==> src/rtl/alu_sequencer_pkg.sv <==
// Shared opcodes, error bit indices, FSM state type and defaults for the ALU sequencer.
package alu_sequencer_pkg;

  localparam logic [3:0] OP_ADD  = 4'd0;
  localparam logic [3:0] OP_SUB  = 4'd1;
  localparam logic [3:0] OP_MUL  = 4'd2;
  localparam logic [3:0] OP_DIV  = 4'd3;
  localparam logic [3:0] OP_MOD  = 4'd4;
  localparam logic [3:0] OP_AND  = 4'd5;
  localparam logic [3:0] OP_OR   = 4'd6;
  localparam logic [3:0] OP_NAND = 4'd7;
  localparam logic [3:0] OP_NOR  = 4'd8;
  localparam logic [3:0] OP_XOR  = 4'd9;
  localparam logic [3:0] OP_XNOR = 4'd10;
  localparam logic [3:0] OP_NOT  = 4'd11;
  localparam logic [3:0] OP_ONES = 4'd12;
  localparam logic [3:0] OP_ZERO = 4'd13;
  localparam logic [3:0] OP_PASS = 4'd14;
  localparam logic [3:0] OP_RSVD = 4'd15;

  localparam int ERR_OVF  = 0;
  localparam int ERR_DIV0 = 1;

  localparam int SETTLE_CYCLES_DEF = 2;

  typedef enum logic [1:0] {
    ST_IDLE  = 2'd0,
    ST_ISSUE = 2'd1,
    ST_RESP  = 2'd2
  } state_e;

  // Only errors meaningful to the opcode are reported; the reserved op always reports both.
  function automatic logic [1:0] qualify_err(input logic [3:0] op, input logic [1:0] err);
    logic [1:0] q;
    q = 2'b00;
    if (op == OP_RSVD) begin
      q = 2'b11;
    end else begin
      if (op == OP_ADD || op == OP_SUB) q[ERR_OVF]  = err[ERR_OVF];
      if (op == OP_DIV || op == OP_MOD) q[ERR_DIV0] = err[ERR_DIV0];
    end
    return q;
  endfunction

endpackage

==> src/rtl/alu_sequencer_settle.sv <==
// Settle down-counter: loaded on command accept, flags the edge on which the ALU result is valid.
module settle_timer #(
  parameter int W = 4
) (
  input  logic         clk,
  input  logic         rst,
  input  logic         load,
  input  logic [W-1:0] load_val,
  output logic         done
);

  logic [W-1:0] cnt_q, cnt_d;

  always_comb begin
    cnt_d = cnt_q;
    if (load)               cnt_d = load_val;
    else if (cnt_q != '0)   cnt_d = cnt_q - W'(1);
  end

  always_ff @(posedge clk or posedge rst) begin
    if (rst) cnt_q <= '0;
    else     cnt_q <= cnt_d;
  end

  // A count of one means the current edge is the last settle edge.
  assign done = (cnt_q == W'(1));

endmodule

==> src/rtl/alu_sequencer.sv <==
// Sequences single commands through an external combinational ALU and accumulates its result.
module alu_sequencer
  import alu_sequencer_pkg::*;
#(
  parameter int SETTLE_CYCLES = SETTLE_CYCLES_DEF
) (
  input  logic        clk,
  input  logic        rst,
  input  logic        cmd_valid,
  output logic        cmd_ready,
  input  logic [3:0]  cmd_op,
  input  logic [15:0] cmd_operand,
  output logic [15:0] alu_a,
  output logic [15:0] alu_b,
  output logic [3:0]  alu_op,
  input  logic [31:0] alu_result,
  input  logic [1:0]  alu_err,
  output logic [31:0] acc,
  output logic        rsp_valid,
  input  logic        rsp_ready,
  output logic [1:0]  rsp_err,
  output logic [1:0]  sticky_err,
  input  logic        err_clear
);

  state_e      state_q, state_d;
  logic [15:0] alu_a_q, alu_a_d;
  logic [3:0]  alu_op_q, alu_op_d;
  logic [3:0]  op_q, op_d;
  logic [31:0] acc_q, acc_d;
  logic        rsp_valid_q, rsp_valid_d;
  logic [1:0]  rsp_err_q, rsp_err_d;
  logic [1:0]  sticky_q, sticky_d;
  logic [1:0]  qerr;
  logic        accept, capture, settle_done;

  settle_timer #(.W(4)) u_settle (
    .clk      (clk),
    .rst      (rst),
    .load     (accept),
    .load_val (4'(SETTLE_CYCLES)),
    .done     (settle_done)
  );

  assign accept  = (state_q == ST_IDLE) && cmd_valid;
  assign capture = (state_q == ST_ISSUE) && settle_done;
  assign qerr    = qualify_err(op_q, alu_err);

  always_comb begin
    state_d     = state_q;
    alu_a_d     = alu_a_q;
    alu_op_d    = alu_op_q;
    op_d        = op_q;
    acc_d       = acc_q;
    rsp_valid_d = rsp_valid_q;
    rsp_err_d   = rsp_err_q;
    case (state_q)
      ST_IDLE: begin
        if (cmd_valid) begin
          alu_a_d  = cmd_operand;
          alu_op_d = cmd_op;
          op_d     = cmd_op;
          state_d  = ST_ISSUE;
        end
      end
      ST_ISSUE: begin
        if (settle_done) begin
          state_d     = ST_RESP;
          rsp_valid_d = 1'b1;
          rsp_err_d   = qerr;
          // Divide-by-zero keeps the old accumulator; overflow still takes the wrapped result.
          if (!qerr[ERR_DIV0]) begin
            if (op_q <= OP_ONES)      acc_d = alu_result;
            else if (op_q == OP_ZERO) acc_d = '0;
          end
        end
      end
      ST_RESP: begin
        if (rsp_ready) begin
          state_d     = ST_IDLE;
          rsp_valid_d = 1'b0;
        end
      end
      default: state_d = ST_IDLE;
    endcase
  end

  // A clear coinciding with a capture still records the new error.
  always_comb begin
    sticky_d = sticky_q;
    if (capture)        sticky_d = (err_clear ? 2'b00 : sticky_q) | qerr;
    else if (err_clear) sticky_d = 2'b00;
  end

  always_ff @(posedge clk or posedge rst) begin
    if (rst) begin
      state_q     <= ST_IDLE;
      alu_a_q     <= '0;
      alu_op_q    <= '0;
      op_q        <= '0;
      acc_q       <= '0;
      rsp_valid_q <= 1'b0;
      rsp_err_q   <= '0;
      sticky_q    <= '0;
    end else begin
      state_q     <= state_d;
      alu_a_q     <= alu_a_d;
      alu_op_q    <= alu_op_d;
      op_q        <= op_d;
      acc_q       <= acc_d;
      rsp_valid_q <= rsp_valid_d;
      rsp_err_q   <= rsp_err_d;
      sticky_q    <= sticky_d;
    end
  end

  assign cmd_ready  = (state_q == ST_IDLE);
  assign alu_a      = alu_a_q;
  assign alu_b      = acc_q[15:0];
  assign alu_op     = alu_op_q;
  assign acc        = acc_q;
  assign rsp_valid  = rsp_valid_q;
  assign rsp_err    = rsp_err_q;
  assign sticky_err = sticky_q;

endmodule
==> config.mk <==
export PLATFORM = sky130hd
export DESIGN_NAME = alu_sequencer
export DESIGN_NICKNAME = d
export VERILOG_FILES = /design/src/rtl/alu_sequencer_pkg.sv /design/src/rtl/alu_sequencer_settle.sv /design/src/rtl/alu_sequencer.sv
export SDC_FILE = /design/constraint.sdc
export NUM_CORES = 1
export LEC_CHECK = 0
export ABC_AREA = 1
export BUFFER_PORTS_ARGS = -buffer_cell sky130_fd_sc_hd__buf_2
export CAP_MARGIN = 20
export CORE_ASPECT_RATIO = 1.2
export CORE_MARGIN = 2
export CORE_UTILIZATION = 27
export DETAILED_ROUTE_END_ITERATION = 8
export GPL_TIMING_DRIVEN = 0
export HOLD_SLACK_MARGIN = 0.02
export PLACE_DENSITY = 0.49
export SLEW_MARGIN = 20
export SYNTH_ARGS = -nofsm -noshare
export SYNTH_HDL_FRONTEND = slang
export SYNTH_SLANG_ARGS = --single-unit
export TNS_END_PERCENT = 10
==> constraint.sdc <==
create_clock -name clk -period 2.3 [get_ports clk]
set_input_delay 0.46 -clock clk [delete_from_list [all_inputs] [get_ports clk]]
set_output_delay 0.46 -clock clk [all_outputs]
set_load 0.02 [all_outputs]
==> impl_metrics.yaml <==
sta:
  timing.final.crit_share: 0.691
  worst_pin_slew_ps: 513
  hold_violations: 0
  finalSetupTns_ps: 0
  fin_skew_ps: 5.85
  rsz0062_at_grt: "false"
  max_freq_mhz: 629
  setup_viol: 0
  slew_headroom: 0.658
  drv_slew: 0
  fin_crit_ps: 1590
worst_hold_path:
  hold_path_class: "primary input to async pin"
global_routing:
  grt_use_total: 0.131
  grt_pass1_wl_mm: 12.4
  grt_max_degree: 35
  grt_overflow: 0
  grt_pass1_vias: 2678
  antenna_found_initial: 0
setup_path:
  cp-end-kind: "output pin"
  cp_cell_sequence: "nor2_1 -> buf_2"
  path_class: "flip-flop to output pin"
  critPathArrivalTime_ps: 1130
  required_ps: 1840
  path_max_fanout: 4
  cp_num_buf_inv: 1
  cpLargestDelayFamily: "flip-flops"
  start_kind: "flip-flop"
  max_stage_delay_ps: 420
  slowest_stage: "dfrtp_1"
power:
  switchingPower_uw: 2510
  vdd_drop_max_v: 0.000492
  intPower_uw: 3450
  p_sw_frac: 0.421
  power_uw: 5960
  pwr-share-seq: 0.321
  comb_power_share: 0.456
  p_per_area_mw_per_mm2: 1430
  p_leak_uw: 0.00255
  pwr-share-clk: 0.223
clock_network:
  cts_tree: "yes"
  clock_path_buffers: 2
  clk_latency_ps: 320
  htreeDepth: 3
  cts-resized-gates: 0
  post_cts_buffers: 0
  hold_buffers: 0
  cts_buffers: 9
  root_buffer: "clkbuf_16"
  clkTransAtPathRegs_ps: 50
  cts_sinks: 63
logic_synthesis:
  ys.flop_type: "dfrtp_1"
  synth_edf_count: 0
  yosysUniqueCellTypes: 21
  yosys_register_bits: 63
  syn_nets: 442
  yosys.area.top_type: "dfrtp_1"
  synth_top_area_share: 0.521
  syn_area_mm2: 0.00303
  seq_area_frac_synth: 0.521
  yosys-top-cells-count: "nand2_1, dfrtp_1, inv_1, nor2_1, nand3_1"
  synth_most_common_cell: "nand2_1"
  postSynthCellCount: 380
  synthArstFlopShare: 1.00
  yosysWarningCount: 0
  yosys-top-cells-area: "dfrtp_1, nand2_1, nand3_1"
  avgSynthCellArea_um2: 7.97
drt:
  drc: 0
  wl_per_cell_um: 11.4
  first_iter_violations: 56
  first_pass_iters: 4
  postRouteAntennaNets: 0
  totalWireLength_mm: 7.51
  vias: 2762
  viasPerCell: 4.18
floorplan:
  die_area_mm2: 0.0121
  ios: 133
  core-area_mm2: 0.0110
  die_h_um: 120
  die_x_um: 101
  start_util: 0.276
  rows: 42
place:
  dp_hpwl_mm: 5.60
  port_buffers: 132
  place_congestion: 0.722
layout:
  diodes: 0
  finalNetCount: 586
  syn2layout_area_growth_pct: 37.6
  layout-drive-gt1-share: 0.357
outcome:
  status: "complete, no violations"
job:
  cap_violations: 0
-- worst reg2reg max path: cells and delay by family, from the launching register on --
family / cells / cell delay [ps]
AND/OR/NAND/NOR: 5 / 530
flip-flops: 1 / 380
buffers and inverters: 2 / 280
adder cells (fa/ha/maj): 1 / 220
-- worst paths after layout --
path / start / slack [ps] / cells after the start / to
max: state_q[1] / 710 / 2 / cmd_ready
min in group clk: cmd_operand[0] / 330 / 3 / alu_a[0]
min: rst / 130 / 2 / alu_a[1]
max in group asynchronous: rst / 1650 / 3 / acc[2]
min reg2reg: acc[25] / 460 / 2 / acc[25]
max reg2reg: u_settle.cnt_q[1] / 780 / 8 / acc[28]
-- power groups by stage --
stage,sequential [uW],clock (uW),combinational (uW)
detailed placement,1930,0,2770
global route,1980,1440,3030
floorplan,2420,0,1370
CTS,1920,1380,2770
finish,1920,1330,2720
global placement,1910,0,2740
-- sequential cells by signal, summed over array words and instances (netlist names) --
signal	cells
op_q	4
state_q	2
rsp_err	2
acc	32
u_settle.cnt_q	4
alu_a	16
rsp_valid	1
sticky_err	2
-- final cells by class --
| type | instances | area (um2) |
|---|---|---|
| clock buffers | 12 | 246 |
| multi-input cells | 242 | 1060 |
| flip-flops and latches | 63 | 1580 |
| repair buffers | 133 | 681 |
| clock inverters | 4 | 45.0 |
| fillers | 1144 | 6820 |
| plain buffers | 32 | 228 |
| inverters | 43 | 164 |
| well taps | 132 | 165 |
-- placed cells by master, fill, tap and decap left out, types with 2 or more instances in the layout --
cell       netlist  routed
nand2_2          2       2
a21oi_1          3       3
clkinv_2         0       3
nor2_4           3       3
buf_2            8     140
ha_1             3       3
dfrtp_1         63      63
clkbuf_1         1       3
inv_1           42      41
buf_4           20      20
nand3_1         35      35
clkbuf_16        0       9
nor2_1          41      41
buf_6            3       3
o21ai_0          3       3
nand2_1        146     146
-- per-layer routing --
layer  GRT usage  routed length, um
met5           0                  0
met2       0.203               3390
met4      0.0488                115
met1       0.166               3390
met3      0.0466                618
-- logic make-up after synthesis --
kind of cell,after synthesis,share of synthesized area
adder cells (fa/ha/maj),3,0.0124
XOR/XNOR,1,0.00289
AO/OA/AOI/OAI,6,0.00991
buffers and inverters,75,0.129
flip-flops,63,0.521
AND/OR/NAND/NOR,232,0.326
-- through the flow --
step / hold WS, ps / area [um2] / util / cells / setup slack [ps]
after global placement: 454 / 3850 / 0.351 / 644 / -661
after global routing: 157 / 4170 / 0.379 / 661 / 600
after detailed placement: 454 / 3880 / 0.353 / 645 / 741
final: 126 / 4170 / 0.379 / 661 / 710
after floorplan: 537 / 3030 / - / 380 / 270
after CTS: 136 / 4170 / 0.379 / 661 / 662
Power figures use the tool's default switching activity.
